## src/rtl/core_pkg.sv

```systemverilog
// Shared definitions for the instruction sequencer: FSM states, instruction
// bit-field offsets, default layer geometry and the decoded control bundle.
package core_pkg;

  localparam int          ROW_DEF      = 8;
  localparam int          COL_DEF      = 8;
  localparam int          LEN_NIJ_DEF  = 36;
  localparam int          LEN_KIJ_DEF  = 9;
  localparam int          LEN_ONIJ_DEF = 16;
  localparam int          GAP_DEF      = 10;
  localparam logic [10:0] W_BASE_DEF   = 11'h400;

  localparam int INST_W = 35;
  localparam int ADDR_W = 11;
  localparam int IDX_W  = 8;

  localparam int INST_MODE     = 34;
  localparam int INST_ACC      = 33;
  localparam int INST_CEN_P    = 32;
  localparam int INST_WEN_P    = 31;
  localparam int INST_AP_LO    = 20;
  localparam int INST_CEN_X    = 19;
  localparam int INST_WEN_X    = 18;
  localparam int INST_AX_LO    = 7;
  localparam int INST_OFIFO_RD = 6;
  localparam int INST_IFIFO_WR = 5;
  localparam int INST_IFIFO_RD = 4;
  localparam int INST_L0_RD    = 3;
  localparam int INST_L0_WR    = 2;
  localparam int INST_EXEC     = 1;
  localparam int INST_LOAD     = 0;

  // Inactive instruction word: both memories deselected and not writing.
  localparam logic [INST_W-1:0] INST_IDLE = (INST_W'(1) << INST_CEN_P) |
                                            (INST_W'(1) << INST_WEN_P) |
                                            (INST_W'(1) << INST_CEN_X) |
                                            (INST_W'(1) << INST_WEN_X);

  typedef enum logic [3:0] {
    S_IDLE, S_W_L0, S_W_LOAD, S_X_L0, S_EXEC, S_DRAIN,
    S_WAIT_OV, S_OF_RD, S_ACC_RD, S_ACC_OUT, S_GAP
  } state_t;

  typedef struct packed {
    logic              mode;
    logic              acc;
    logic              cen_pmem;
    logic              wen_pmem;
    logic [ADDR_W-1:0] a_pmem;
    logic              cen_xmem;
    logic              wen_xmem;
    logic [ADDR_W-1:0] a_xmem;
    logic              ofifo_rd;
    logic              l0_rd;
    logic              l0_wr;
    logic              execute;
    logic              load;
  } ctrl_t;

  localparam ctrl_t CTRL_IDLE = '{mode: 1'b0, acc: 1'b0, cen_pmem: 1'b1, wen_pmem: 1'b1,
                                  a_pmem: '0, cen_xmem: 1'b1, wen_xmem: 1'b1, a_xmem: '0,
                                  ofifo_rd: 1'b0, l0_rd: 1'b0, l0_wr: 1'b0,
                                  execute: 1'b0, load: 1'b0};

  function automatic int max_of(input int a, input int b);
    return (a > b) ? a : b;
  endfunction

endpackage

```

## src/rtl/inst_pack.sv

```systemverilog
// Packs the decoded control bundle into the 35-bit core instruction word.
module inst_pack
  import core_pkg::*;
(
  input  ctrl_t              ctrl_i,
  output logic [INST_W-1:0]  inst_o
);

  always_comb begin
    inst_o                            = '0;
    inst_o[INST_MODE]                 = ctrl_i.mode;
    inst_o[INST_ACC]                  = ctrl_i.acc;
    inst_o[INST_CEN_P]                = ctrl_i.cen_pmem;
    inst_o[INST_WEN_P]                = ctrl_i.wen_pmem;
    inst_o[INST_AP_LO +: ADDR_W]      = ctrl_i.a_pmem;
    inst_o[INST_CEN_X]                = ctrl_i.cen_xmem;
    inst_o[INST_WEN_X]                = ctrl_i.wen_xmem;
    inst_o[INST_AX_LO +: ADDR_W]      = ctrl_i.a_xmem;
    inst_o[INST_OFIFO_RD]             = ctrl_i.ofifo_rd;
    inst_o[INST_L0_RD]                = ctrl_i.l0_rd;
    inst_o[INST_L0_WR]                = ctrl_i.l0_wr;
    inst_o[INST_EXEC]                 = ctrl_i.execute;
    inst_o[INST_LOAD]                 = ctrl_i.load;
  end

endmodule

```

## src/rtl/inst_sequencer.sv

```systemverilog
// Layer sequencer: walks weight load, activation load, execute, psum write-back
// per kernel position, then accumulates each output pixel from pmem.
module inst_sequencer
  import core_pkg::*;
#(
  parameter int          row      = ROW_DEF,
  parameter int          col      = COL_DEF,
  parameter int          len_nij  = LEN_NIJ_DEF,
  parameter int          len_kij  = LEN_KIJ_DEF,
  parameter int          len_onij = LEN_ONIJ_DEF,
  parameter int          gap      = GAP_DEF,
  parameter logic [10:0] w_base   = W_BASE_DEF
) (
  input  logic              clk,
  input  logic              reset,
  input  logic              start,
  input  logic              mode,
  input  logic              ofifo_valid,
  output logic [IDX_W-1:0]  acc_idx,
  input  logic [ADDR_W-1:0] acc_addr,
  output logic [INST_W-1:0] inst,
  output logic              busy,
  output logic              out_valid,
  output logic              done,
  output state_t            state_dbg
);

  localparam int CNT_MAX = max_of(max_of(col, len_nij), max_of(row + col, max_of(gap, len_kij + 1)));
  localparam int CNT_W   = $clog2(CNT_MAX + 1);
  localparam int KIJ_W   = $clog2(len_kij + 1);
  localparam int ONIJ_W  = $clog2(len_onij + 1);

  state_t              state_q, state_d, ret_q, ret_d;
  logic [CNT_W-1:0]    cnt_q, cnt_d, cnt_inc;
  logic [KIJ_W-1:0]    kij_q, kij_d;
  logic [ONIJ_W-1:0]   onij_q, onij_d;
  logic [ADDR_W-1:0]   ptr_q, ptr_d;
  logic [IDX_W-1:0]    acc_base_q, acc_base_d;
  logic                mode_q, mode_d, busy_q, busy_d, ov_q, ov_d, done_q, done_d;
  logic [INST_W-1:0]   inst_q, inst_d;
  ctrl_t               ctrl;

  assign cnt_inc = cnt_q + CNT_W'(1);

  inst_pack u_pack (.ctrl_i(ctrl), .inst_o(inst_d));

  // start is a request with no back-pressure: it is taken only in IDLE and
  // busy acknowledges it from the next cycle until the done pulse.
  always_comb begin
    state_d    = state_q;
    ret_d      = ret_q;
    cnt_d      = cnt_q;
    kij_d      = kij_q;
    onij_d     = onij_q;
    ptr_d      = ptr_q;
    acc_base_d = acc_base_q;
    mode_d     = mode_q;
    busy_d     = busy_q;
    ov_d       = 1'b0;
    done_d     = 1'b0;
    acc_idx    = '0;
    ctrl       = CTRL_IDLE;
    ctrl.mode  = (state_q == S_IDLE) ? 1'b0 : mode_q;

    case (state_q)
      S_IDLE: if (start) begin
        state_d = S_W_L0;
        cnt_d   = '0;
        kij_d   = '0;
        ptr_d   = '0;
        mode_d  = mode;
        busy_d  = 1'b1;
      end
      S_W_L0: begin
        ctrl.cen_xmem = 1'b0;
        ctrl.l0_wr    = 1'b1;
        ctrl.a_xmem   = w_base + ADDR_W'(cnt_q);
        if (cnt_q == CNT_W'(col - 1)) begin
          cnt_d = '0; ret_d = S_W_LOAD; state_d = S_GAP;
        end else cnt_d = cnt_inc;
      end
      S_W_LOAD: begin
        ctrl.l0_rd = 1'b1;
        ctrl.load  = 1'b1;
        if (cnt_q == CNT_W'(col - 1)) begin
          cnt_d = '0; ret_d = S_X_L0; state_d = S_GAP;
        end else cnt_d = cnt_inc;
      end
      S_X_L0: begin
        ctrl.cen_xmem = 1'b0;
        ctrl.l0_wr    = 1'b1;
        ctrl.a_xmem   = ADDR_W'(cnt_q);
        if (cnt_q == CNT_W'(len_nij - 1)) begin
          cnt_d = '0; ret_d = S_EXEC; state_d = S_GAP;
        end else cnt_d = cnt_inc;
      end
      S_EXEC: begin
        ctrl.l0_rd   = 1'b1;
        ctrl.execute = 1'b1;
        if (cnt_q == CNT_W'(len_nij - 1)) begin
          cnt_d = '0; state_d = S_DRAIN;
        end else cnt_d = cnt_inc;
      end
      S_DRAIN: begin
        ctrl.l0_rd   = 1'b1;
        ctrl.execute = 1'b1;
        if (cnt_q == CNT_W'(row + col - 1)) begin
          cnt_d = '0; state_d = S_WAIT_OV;
        end else cnt_d = cnt_inc;
      end
      S_WAIT_OV: if (ofifo_valid) state_d = S_OF_RD;
      S_OF_RD: begin
        ctrl.ofifo_rd = 1'b1;
        ctrl.cen_pmem = 1'b0;
        ctrl.wen_pmem = 1'b0;
        ctrl.a_pmem   = ptr_q;
        ptr_d         = ptr_q + ADDR_W'(1);
        if (cnt_q == CNT_W'(len_nij - 1)) begin
          cnt_d = '0;
          kij_d = kij_q + KIJ_W'(1);
          if (kij_q == KIJ_W'(len_kij - 1)) begin
            onij_d = '0; acc_base_d = '0; state_d = S_ACC_RD;
          end else begin
            ret_d = S_W_L0; state_d = S_GAP;
          end
        end else cnt_d = cnt_inc;
      end
      S_ACC_RD: begin
        // The read issued at j-1 lands at j, so accumulate from j=1 through the
        // trailing cycle that only drains the last read.
        ctrl.acc = (cnt_q != '0);
        if (cnt_q < CNT_W'(len_kij)) begin
          ctrl.cen_pmem = 1'b0;
          acc_idx       = acc_base_q + IDX_W'(cnt_q);
          ctrl.a_pmem   = acc_addr;
          cnt_d         = cnt_inc;
        end else begin
          cnt_d = '0; state_d = S_ACC_OUT;
        end
      end
      S_ACC_OUT: begin
        ov_d = 1'b1;
        if (onij_q == ONIJ_W'(len_onij - 1)) begin
          done_d = 1'b1; busy_d = 1'b0; state_d = S_IDLE;
        end else begin
          onij_d     = onij_q + ONIJ_W'(1);
          acc_base_d = acc_base_q + IDX_W'(len_kij);
          state_d    = S_ACC_RD;
        end
      end
      S_GAP: begin
        if (cnt_q == CNT_W'(gap - 1)) begin
          cnt_d = '0; state_d = ret_q;
        end else cnt_d = cnt_inc;
      end
      default: state_d = S_IDLE;
    endcase
  end

  always_ff @(posedge clk or negedge reset) begin
    if (!reset) begin
      state_q    <= S_IDLE;
      ret_q      <= S_IDLE;
      cnt_q      <= '0;
      kij_q      <= '0;
      onij_q     <= '0;
      ptr_q      <= '0;
      acc_base_q <= '0;
      mode_q     <= 1'b0;
      busy_q     <= 1'b0;
      ov_q       <= 1'b0;
      done_q     <= 1'b0;
      inst_q     <= INST_IDLE;
    end else begin
      state_q    <= state_d;
      ret_q      <= ret_d;
      cnt_q      <= cnt_d;
      kij_q      <= kij_d;
      onij_q     <= onij_d;
      ptr_q      <= ptr_d;
      acc_base_q <= acc_base_d;
      mode_q     <= mode_d;
      busy_q     <= busy_d;
      ov_q       <= ov_d;
      done_q     <= done_d;
      inst_q     <= inst_d;
    end
  end

  assign inst      = inst_q;
  assign busy      = busy_q;
  assign out_valid = ov_q;
  assign done      = done_q;
  assign state_dbg = state_q;

endmodule

```

## config.mk

```make
export PLATFORM = sky130hd
export DESIGN_NAME = inst_sequencer
export DESIGN_NICKNAME = d
export VERILOG_FILES = /design/src/rtl/core_pkg.sv /design/src/rtl/inst_pack.sv /design/src/rtl/inst_sequencer.sv
export SDC_FILE = /design/constraint.sdc
export NUM_CORES = 1
export LEC_CHECK = 0
export BUFFER_PORTS_ARGS = -buffer_cell sky130_fd_sc_hd__clkbuf_2
export CAP_MARGIN = 5
export CORE_UTILIZATION = 52
export CTS_CLUSTER_DIAMETER = 40
export CTS_CLUSTER_SIZE = 16
export DETAILED_ROUTE_END_ITERATION = 12
export PLACE_DENSITY = 0.88
export REMOVE_ABC_BUFFERS = 1
export SYNTH_ARGS = -nofsm -noshare
export SYNTH_HDL_FRONTEND = slang
export SYNTH_HIERARCHICAL = 1
export SYNTH_SLANG_ARGS = --single-unit
export TNS_END_PERCENT = 1
```

## constraint.sdc

```tcl
create_clock -name clk -period 2.2 [get_ports clk]
set_clock_uncertainty 0.05 [all_clocks]
set_input_delay 0.22 -clock clk [delete_from_list [all_inputs] [get_ports clk]]
set_output_delay 0.22 -clock clk [all_outputs]
set_load 0.005 [all_outputs]
```

==> results.py <==
metrics = {
    "run_status": {
        "status": "finished with violations",
        "violations": "negative setup slack",
    },
    "yosys": {
        "avgSynthCellArea_um2": 10.06,
        "yosys.area.top_type_share": 0.4543,
        "ys.flop_type": "dfrtp_1",
        "syn-cell-area_um2": 4187,
        "ys_async_sr_fraction": 1.000,
        "synth_cells": 416,
        "synth_cell_type_count": 59,
        "ys_seq_elements": 80,
        "synth_area_leader_cell": "dfrtp_1",
        "synth_edf_count": 0,
        "yosys.cell_count.top_type": "dfrtp_1",
        "synth_common_cells": "76 x dfrtp_1, 43 x nor2_1, 35 x buf_4",
        "ys_seq_area_frac": 0.4794,
        "synth-warning-count": 6,
        "synth_area_leaders": "dfrtp_1 45%, buf_4 6.3%, ha_1 5.1%, nor2_1 3.9%, o21ai_0 3.5%",
    },
    "sta": {
        "finalSetupViolCount": 8,
        "rsz0062_at_grt": "yes",
        "finalHoldViolCount": 0,
        "final_max_slew_viol_count": 0,
        "worst_slack_ns": -0.1276,
        "slew_headroom": 0.6358,
        "timing.final.crit_period_ns": 2.328,
        "fmax_mhz": 429.6,
        "worst_pin_slew_ns": 0.5463,
        "fin_crit_sh": 1.058,
    },
    "hold_path": {
        "hold_class": "in2reg",
    },
    "placed_design": {
        "dp_slack_ns": 0.05198,
        "dp_hpwl_um": 6121,
        "placed_cell_area_um2": 4513,
        "place_inst": 559,
        "routabilityCongestion": 0.9143,
        "portBuffers": 65,
    },
    "route": {
        "wirelength_um": 9229,
        "drtAntennaViolNets": 0,
        "drtIter0Drc": 187,
        "wl_per_cell_um": 15.80,
        "routed-via-count": 3342,
        "drc": 0,
        "viasPerCell": 5.723,
        "dr.pass1.iters": 4,
    },
    "clock_tree": {
        "path_clk_slew_ns": 0.08,
        "cts_tree": "built",
        "clockBufferDepth": 2,
        "cts-buffers-inserted": 9,
        "htreeDepth": 3,
        "clk_latency_ns": 0.36,
        "root_buffer": "clkbuf_8",
        "cts_sinks": 80,
    },
    "worst_setup_path": {
        "cp.required_ns": 1.93,
        "critPathKind": "reg2out",
        "critPathLaunchType": "register",
        "worstPathArrival_ns": 2.06,
        "endpoint_kind": "output pin",
        "r2r_slack_ns": -0.01,
        "worstPathMaxFanout": 2,
    },
    "floorplanning": {
        "core-area_um2": 7767,
        "dieHeight_um": 91.73,
        "die_w_um": 91.73,
        "dieArea_um2": 8413,
        "ioPinCount": 66,
        "start_util": 0.5390,
        "row_count": 32,
    },
    "job": {
        "maxCapViolCount": 0,
    },
    "pwr": {
        "p_total_mw": 6.419,
        "p_leak_nw": 2.351,
        "vdd_drop_max_uv": 661.6,
        "power_density_nw_per_um2": 1315,
    },
    "layout": {
        "drive_gt1_frac": 0.3071,
        "fin_area_um2": 4881,
        "diodes": 0,
        "area_growth_pct": 16.59,
        "fin_cells": 584,
        "regArea_um2": 2013,
        "multi_input_area_um2": 1912,
        "nets": 511,
        "fillers": 638,
    },
    "global_route": {
        "overflow": 0,
        "first_global_vias": 3249,
        "grt_pass1_wl_um": 15320,
        "antenna_found_initial": 0,
        "grt_start_max_net_pins": 45,
        "grt_use_total": 0.2315,
    },
}
==> timing repair <==
action / CTS / global route
hold endpoints to repair: 41 / 0
setup endpoints to repair: 8 / 24
hold buffers: 1 / 0
pin swaps: 5 / 3
setup buffers: 8 / 0
resized for setup: 16 / 12
==> area by class of cell <==
class,instances,area share
Timing Repair Buffer,96,0.1195
Multi-Input combinational cell,276,0.3917
Sequential cell,80,0.4125
Clock inverter,3,0.004871
Tap cell,102,0.02615
Inverter,14,0.01077
Clock buffer,13,0.03461
==> path summary, 6_finish.rpt <==
kind	cells past startpoint	end	startpoint
worst max register to register	6	state_dbg[0]	state_dbg[1]
worst max-delay path	8	acc_idx[6]	cnt_q[0]
worst min-delay path	3	mode_q	mode
max in group asynchronous	3	inst[18]	reset
worst min register to register	2	mode_q	mode_q
min in group asynchronous	2	inst[14]	reset
==> routing by layer <==
metal	part of all wire	global-route usage	wire [um]
met5	0	0	0
met4	0.026	0.08854	241
met3	0.057	0.05058	529
met2	0.50	0.4004	4603
met1	0.42	0.2828	3855
==> cell families (layout without fill, tap and decap cells) <==
logic type	count (synthesis)	count (layout)	share of synthesized area
AOI/OAI and AO/OA	91	91	0.1557
xor gates and xnor gates	15	15	0.03138
adders and majority gates	18	18	0.05559
buffers and inverters	64	126	0.08936
DFF	80	80	0.4794
muxes	7	7	0.01823
other	3	7	0.002690
and+or+nand+nor	138	138	0.1677
==> state kept, by name, indices dropped and copies added (netlist names) <==
register,flops
inst,35
ptr_q,11
acc_base_q,8
cnt_q,6
onij_q,5
kij_q,4
state_dbg,4
ret_q,3
busy,1
done,1
mode_q,1
out_valid,1
==> power breakdown <==
group | internal [mW] | total, mW | switching, mW | leakage, nW
combinational | 1.37 | 3.04 | 1.67 | 1.24
sequential | 1.94 | 2.33 | 0.384 | 1.02
clock | 0.507 | 1.05 | 0.542 | 0.0923
==> cells in the final DEF, fill, tap and decap left out, drive strengths merged, types with 12 or more instances in the layout <==
| cell | count |
|---|---|
| clkbuf | 76 |
| nand3 | 19 |
| nand2 | 29 |
| inv | 15 |
| ha | 17 |
| o21ai | 29 |
| dfrtp | 76 |
| a22o | 12 |
| buf | 32 |
| nor2 | 43 |
==> through the flow <==
stage / hold WS, ns / utilization / TNS (ns)
floorplan: -0.1256 / - / -4.957
global placement: 0.1857 / 0.5810 / 0
detailed placement: 0.1943 / 0.5810 / 0
CTS: 0.01143 / 0.6224 / -0.4963
global route: 0.02737 / 0.6284 / -1.736
finish: 0.02403 / 0.6284 / -0.5724
==> worst max-delay path: stages (launching register included) <==
cell,delay (ns)
dfrtp_1,0.39
ha_2,0.20
fa_2,0.36
a21o_1,0.18
a21oi_2,0.16
o21ai_1,0.09
xnor2_1,0.13
nor2_1,0.08
buf_2,0.11
Note: power is estimated with default switching activity, not from simulation.
